File: src/rtl/serial_subtractor.sv
// Bit-serial unsigned subtractor, LSB first: diff = a - b, one bit per clock.
// One full-subtractor cell plus a borrow flop; start/done handshake for sequencing.
module serial_subtractor #(
  parameter int WIDTH = 4
) (
  input  logic             clk,
  input  logic             rst_n,
  input  logic             start,
  input  logic [WIDTH-1:0] a,
  input  logic [WIDTH-1:0] b,
  output logic             busy,
  output logic             done,
  output logic [WIDTH-1:0] diff,
  output logic             borrow_out
);

  localparam int CW = $clog2(WIDTH) + 1;

  typedef enum logic [1:0] {
    IDLE,
    SHIFT,
    DONE
  } state_t;

  state_t           state;
  logic [WIDTH-1:0] a_sr;
  logic [WIDTH-1:0] b_sr;
  logic [WIDTH-1:0] res_sr;
  logic [WIDTH-1:0] res_next;
  logic             br;
  logic             d;
  logic             br_next;
  logic [CW-1:0]    cnt;

  // Full-subtractor cell; the new difference bit enters the result MSB so the
  // LSB-first stream lands in place after WIDTH shifts (works for WIDTH=1 too).
  always_comb begin
    d                 = a_sr[0] ^ b_sr[0] ^ br;
    br_next           = (~a_sr[0] & b_sr[0]) | (~(a_sr[0] ^ b_sr[0]) & br);
    res_next          = res_sr >> 1;
    res_next[WIDTH-1] = d;
  end

  always_ff @(posedge clk or negedge rst_n) begin
    if (!rst_n) begin
      state      <= IDLE;
      a_sr       <= '0;
      b_sr       <= '0;
      res_sr     <= '0;
      br         <= 1'b0;
      cnt        <= '0;
      busy       <= 1'b0;
      done       <= 1'b0;
      diff       <= '0;
      borrow_out <= 1'b0;
    end else begin
      case (state)
        IDLE: begin
          done <= 1'b0;
          if (start) begin
            a_sr   <= a;
            b_sr   <= b;
            res_sr <= '0;
            br     <= 1'b0;
            cnt    <= '0;
            busy   <= 1'b1;
            state  <= SHIFT;
          end
        end
        SHIFT: begin
          a_sr   <= a_sr >> 1;
          b_sr   <= b_sr >> 1;
          res_sr <= res_next;
          br     <= br_next;
          cnt    <= cnt + CW'(1);
          // Visible outputs update only once the whole word is assembled.
          if (cnt == CW'(WIDTH - 1)) begin
            diff       <= res_next;
            borrow_out <= br_next;
            done       <= 1'b1;
            state      <= DONE;
          end
        end
        DONE: begin
          done  <= 1'b0;
          busy  <= 1'b0;
          state <= IDLE;
        end
        default: begin
          done  <= 1'b0;
          busy  <= 1'b0;
          state <= IDLE;
        end
      endcase
    end
  end

endmodule
File: config.mk
export PLATFORM = sky130hd
export DESIGN_NAME = serial_subtractor
export DESIGN_NICKNAME = d
export VERILOG_FILES = /design/src/rtl/serial_subtractor.sv
export SDC_FILE = /design/constraint.sdc
export NUM_CORES = 1
export LEC_CHECK = 0
export CAP_MARGIN = 25
export CORE_MARGIN = 1.5
export CORE_UTILIZATION = 40
export CTS_BUF_LIST = sky130_fd_sc_hd__clkbuf_2 sky130_fd_sc_hd__clkbuf_4 sky130_fd_sc_hd__clkbuf_8
export CTS_CLUSTER_SIZE = 20
export DETAILED_ROUTE_END_ITERATION = 16
export PLACE_DENSITY = 0.6
export SKIP_LAST_GASP = 1
export SYNTH_ARGS = -nofsm -noshare
export SYNTH_HDL_FRONTEND = slang
export SYNTH_SLANG_ARGS = --single-unit
File: constraint.sdc
create_clock -name clk -period 1.6 [get_ports clk]
set_input_delay 0.32 -clock clk [delete_from_list [all_inputs] [get_ports clk]]
set_output_delay 0.32 -clock clk [all_outputs]
set_load 0.01 [all_outputs]
==> results of run 1 <==
## cells by family after synthesis
family	count (synthesis)
multiplexers	6
AND/OR/NAND/NOR	18
AO/OA/AOI/OAI	17
flip-flops	24
adder cells (fa/ha/maj)	3
buffers and inverters	16
## worst paths after layout
kind	slack, ns	end	cells after the start	from
min	0.36	diff[1]$_DFFE_PN0P_	2	rst_n
max	0.08	borrow_out	1	borrow_out$_DFFE_PN0P_
max in group asynchronous	1.00	cnt[1]$_DFFE_PN0P_	2	rst_n
max reg2reg	0.17	diff[3]$_DFFE_PN0P_	4	cnt[0]$_DFFE_PN0P_
min reg2reg	0.50	cnt[2]$_DFFE_PN0P_	1	cnt[2]$_DFFE_PN0P_
min in group clk	0.50	cnt[2]$_DFFE_PN0P_	1	cnt[2]$_DFFE_PN0P_
## Yosys cell counts, drive strengths merged
cell     instances
a22o             6
inv             11
nor2             2
buf              5
mux2             5
a221oi           2
ha               2
mux2i            1
dfrtp           24
nor3b            5
nor4b            6
fa               1
a211oi           4
nor2b            1
o21bai           1
nand2b           3
nand3b           1
a21oi            2
o2bb2ai          2
## power breakdown
group          leakage (uW)  switching (uW)  internal (uW)
combinational      0.000306             496            584
sequential         0.000296             187            878
clock             0.0000138             160           87.6
total              0.000615             844           1550
## registers in the layout, summed over array words and instances, names as in the netlist
| register | cells |
|---|---|
| a_sr | 4 |
| b_sr | 4 |
| diff | 4 |
| cnt | 3 |
| res_sr | 3 |
| state | 2 |
| borrow_out | 1 |
| br | 1 |
| busy | 1 |
| done | 1 |
## through the flow
stage          total power, uW  std cells  hold WS [ns]  setup slack [ns]  util (%)
2_1_floorplan             1870         84        0.0244             0.270         -
3_3_place_gp              2160        131         0.471             0.118      48.8
3_5_place_dp              2190        131         0.473             0.116      48.8
4_1_cts                   2440        134         0.364            0.0649      49.6
5_1_grt                   2620        134         0.363            0.0116      49.6
6_report                  2390        134         0.364            0.0769      49.6
## layer usage
layer	vias to the layer above	global-route usage [%]	wire, um
met4	0	4.08	17
met5	-	0	0
met1	347	16.1	833
met3	2	3.00	71
li1	336	-	-
met2	14	24.2	909
## area by class of cell
cell class | instances | area (sq um)
clock buffers | 3 | 22.5
fillers | 253 | 1380
inverters | 11 | 41.3
flip-flops and latches | 24 | 601
multi-input cells | 44 | 453
well taps | 31 | 38.8
repair buffers | 21 | 200
## worst register-to-register path, delay by kind of cell (launching register included)
family	cells	cell delay, ns
adders and majority gates	2	0.44
DFF	1	0.41
muxes	1	0.33
and+or+nand+nor	1	0.15
==> flow_summary.ini, run 1 <==
[clock_network]
cts_max_path_buffers = 2
clk_pin_slew_ns = 0.12
postCtsResizedCells = 0
postCtsSetupRepairBufs = 0
number_of_cts_inserted_buffers = 3
cts_root_buf = clkbuf_4
clock_latency_ns = 0.30
cts_tree = built
cts_h_tree_lvls = 1
tritoncts_num_sinks = 24
count_of_hold_buffers_inserted_by_post_cts_repair = 0

[synthesis]
synth-seq-cells = 24
yosys.area_share.adder_pct = 3.95
synthSimpleGateAreaFrac_pct = 15.4
ys_top_cells_by_area = dfrtp_1 (53%), nor4b_2 (5.3%), a22o_1 (4.6%)
post-synth-top-area-fraction_pct = 52.6
synth.mux.area_fraction_pct = 5.81
synth.net_count = 98
synthesis.area_sq_mm = 0.00114
netlist.top_cell.by_area = dfrtp_1
yosysWarnings = 0
synth.distinct_cells = 24
synth_compound_area_share_pct = 14.6
synth_cells = 84
combinational_family_with_the_most_area_after_synthesis = simple AND/OR/NAND/NOR gates
synth_xor_area_share_pct = 0
postSynthAreaPerCell_sq_um = 13.6
synth_seq_area_share_pct = 52.6

[final_layout]
mostFrequentLayoutCell = dfrtp_1
layout-drive-gt1-share_pct = 19.4
num_antenna_cells = 0
area.growth.synth_to_final_pct = 18.9
nets = 119
mostFrequentLayoutCells = dfrtp_1 (24), clkdlybuf4s50_1 (17), inv_1 (11)
final_area_sq_mm = 0.00136

[sta]
slew_viol_final = 0
max_freq_ghz = 0.657
layout_worst_path_cycle_share_pct = 95.2
relSlewSlack_pct = 71.3
worstMarginPinSlew_ns = 0.429
final-setup-viol-count = 0
finalHoldViolations = 0
grt_setup_unrepaired = no
tns_ns = 0
fin_skew_ns = 0.00474
period_needed_ns = 1.52

[global_routing]
via_count_of_the_first_global_routing_pass = 754
antenna_found_initial = 0
grt-ovfl-total = 0
grt_max_degree = 25
grt_pass1_wl_mm = 3.34
gr_usage_total_pct = 13.5

[critical_path]
end_kind = primary output
timing_worst_setup_path_type = reg -> out
timing.critical_path.arrival_ns = 1.20
worst-path-buf-inv = 1
critical-path-top-delay-family = buffers and inverters
data_required_time_at_the_worst_endpoint_ns = 1.28
critPathMaxStageDelay_ns = 0.53
path_max_fanout = 2
slowest_stage = clkdlybuf4s50_1
cp-start-kind = flip-flop
crit_path_cell_trace = clkdlybuf4s50_1

[drt]
detail_route.drc_violations = 0
drt-vias-per-instance = 5.22
wl_per_cell_um = 13.7
detail_route.iter0.violations = 14
vias = 699
route.final.wire_length_mm = 1.83
firstDrtPassIters = 2
ant_nets = 0

[floorplan]
die_h_um = 56.4
chipWidth_um = 56.4
placementRows = 19
fp.dieArea_sq_mm = 0.00318
starting_density_pct = 41.7
core-area_sq_mm = 0.00273
pin_count = 18

[placement]
dpl.hpwl_mm = 1.40
area_of_placed_instances_sq_mm = 0.00133
placement.io_buffers = 17
routabilityCongestion = 0.699

[hold_path]
min_path_type = in -> async

[power_and_ir_drop]
peakVddDrop_mv = 1.21
cellLeakagePower_uw = 0.000615
power_density_mw_per_mm2 = 1770

[status]
run_status = completed

[job]
max_cap_viol_count = 0
Note: power is estimated with default switching activity, not from simulation.
==> run 2, diff against run 1 <==
- CAP_MARGIN: 25 -> 10
==> results of run 2 <==
No change in the layout: final DEF, timing and power equal those of run 1.
==> run 3, diff against run 2 <==
- CORE_UTILIZATION: 40 -> 54
- GPL_TIMING_DRIVEN: default -> 1
- HOLD_SLACK_MARGIN: default -> 0.03
- PLACE_DENSITY: 0.6 -> 0.78
==> run 3 against run 2 <==
Against the previous run: total power increased by 9.3%; largest power group unchanged; global-route usage increased by 5.1 points; combinational power about the same; cell area increased by 3.7%; highest routed layer unchanged; worst setup slack got worse by 0.024 ns; fmax decreased by 1.5%; largest cell class unchanged; sequential cell count unchanged; non-clock buffer count increased by 2; core utilization increased by 21 points.
==> flow_summary.ini, run 3 (synthesis gave the netlist of run 1 again) <==
[floorplan]
placementRows = 16
pin_count = 18
core-area_sq_mm = 0.00198
starting_density_pct = 57.6
die_h_um = 49.0
fp.dieArea_sq_mm = 0.00240
chipWidth_um = 49.0

[placement]
placement.io_buffers = 17
routabilityCongestion = 0.747
area_of_placed_instances_sq_mm = 0.00134
dp_slack_ns = 0.0952
dpl.hpwl_mm = 1.40

[final_layout]
num_antenna_cells = 0
area.growth.synth_to_final_pct = 23.2
nets = 121
biggestRegsByFlops = a_sr x4, b_sr x4, diff x4
num-fill-cells = 129
mostFrequentLayoutCell = dfrtp_1
mostFrequentLayoutCells = dfrtp_1 (24), clkdlybuf4s50_1 (13), inv_1 (11)
final_area_sq_mm = 0.00141
layout-drive-gt1-share_pct = 21.7

[power_and_ir_drop]
netSwitchingFraction_pct = 34.3
power.combinational.fraction_pct = 42.1
share_seq_of_total_power_pct = 41.1
net-switching-power_uw = 899
peakVddDrop_mv = 0.924
internal_dissipation_uw = 1720
clkPwrFrac_pct = 16.8
cellLeakagePower_uw = 0.000673
power_density_mw_per_mm2 = 1860

[critical_path]
cp-start-kind = flip-flop
timing_worst_setup_path_type = reg -> out
critical-path-top-delay-family = buffers and inverters
timing.critical_path.arrival_ns = 1.23
end_kind = primary output
timing.critical_path.depth = 1
critPathMaxStageDelay_ns = 0.53
ff2ff_path_depth = 4
crit_path_cell_trace = clkdlybuf4s50_1
data_required_time_at_the_worst_endpoint_ns = 1.28
worst-path-buf-inv = 1
r2r_slack_ns = 0.16
slowest_stage = clkdlybuf4s50_1
path_max_fanout = 2

[global_routing]
gr_usage_total_pct = 18.7
antenna_found_initial = 0
grt_max_degree = 25
via_count_of_the_first_global_routing_pass = 726
grt-ovfl-total = 0
grt_pass1_wl_mm = 3.35

[clock_network]
cts_max_path_buffers = 2
cts_tree = built
cts_h_tree_lvls = 1
clock_latency_ns = 0.32
tritoncts_num_sinks = 24
cts_root_buf = clkbuf_4
clk_pin_slew_ns = 0.14
number_of_cts_inserted_buffers = 3

[drt]
ant_nets = 0
vias = 716
route.final.wire_length_mm = 1.99
drt-vias-per-instance = 5.38
detail_route.drc_violations = 0
wl_per_cell_um = 14.9
firstDrtPassIters = 4
detail_route.iter0.violations = 4

[sta]
worstMarginPinSlew_ns = 0.430
period_needed_ns = 1.55
slew_viol_final = 0
layout_worst_path_cycle_share_pct = 96.7
holdWs_ns = 0.335
finalHoldViolations = 0
relSlewSlack_pct = 71.4
fin_skew_ns = 0.0129
post-route-worst-setup-slack_ns = 0.0530
grt_setup_unrepaired = yes
max_freq_ghz = 0.646
final-setup-viol-count = 0

[job]
max_cap_viol_count = 0

[status]
run_status = completed

[hold_path]
min_path_type = in -> async
## run 3: cell count changes in the layout (fill, tap and decap cells not counted), sizes merged
cell,delta
clkdlybuf4s50,-4
dlymetal6s2s,+4
buf,+2
bufinv,+1
## run 3: path summary, 6_finish.rpt
| kind | startpoint | endpoint |
|---|---|---|
| worst min-delay path | rst_n | b_sr[0]$_DFFE_PN0P_ |
| worst max-delay path | diff[1]$_DFFE_PN0P_ | diff[1] |
| max in group asynchronous | rst_n | cnt[0]$_DFFE_PN0P_ |
| min in group clk | diff[2]$_DFFE_PN0P_ | diff[2]$_DFFE_PN0P_ |
| worst min register to register | diff[2]$_DFFE_PN0P_ | diff[2]$_DFFE_PN0P_ |
| worst max register to register | cnt[0]$_DFFE_PN0P_ | diff[0]$_DFFE_PN0P_ |
## run 3: cell type report
cell class                      count  area (sq um)  share of cell area [%]
Timing Repair Buffer               23           225                    16.0
Sequential cell                    24           601                    42.7
Clock inverter                      1          30.0                    2.14
Inverter                           11          41.3                    2.94
Multi-Input combinational cell     44           453                    32.2
Clock buffer                        3          22.5                    1.60
Tap cell                           27          33.8                    2.40
## run 3: routing by layer
metal	track usage, %	wire length, um
met1	24.6	914
met2	31.3	987
met3	2.76	57
met4	7.14	29
met5	0	0
## run 3: stage by stage
step / std cells / utilization (%) / setup TNS [ns] / total power (uW)
final: 133 / 71.0 / 0 / 2620
after global routing: 133 / 71.0 / -0.0103 / 2800
after CTS: 132 / 70.1 / 0 / 2640
after detailed placement: 128 / 67.4 / 0 / 2200
after global placement: 128 / 67.4 / 0 / 2140
after floorplan: 84 / - / 0 / 1870
## run 3: timing repair
| action | in CTS | in global routing |
|---|---|---|
| hold buffers | 0 | 0 |
| endpoints found under the setup margin | 0 | 5 |
| resized for setup | 0 | 4 |
| setup buffers | 0 | 1 |
## run 3: power groups by stage
stage	registers [uW]	clock network (uW)	logic, uW
floorplan	1040	0	832
global placement	1070	0	1070
detailed placement	1090	0	1110
CTS	1080	447	1120
global route	1110	479	1210
finish	1080	440	1100
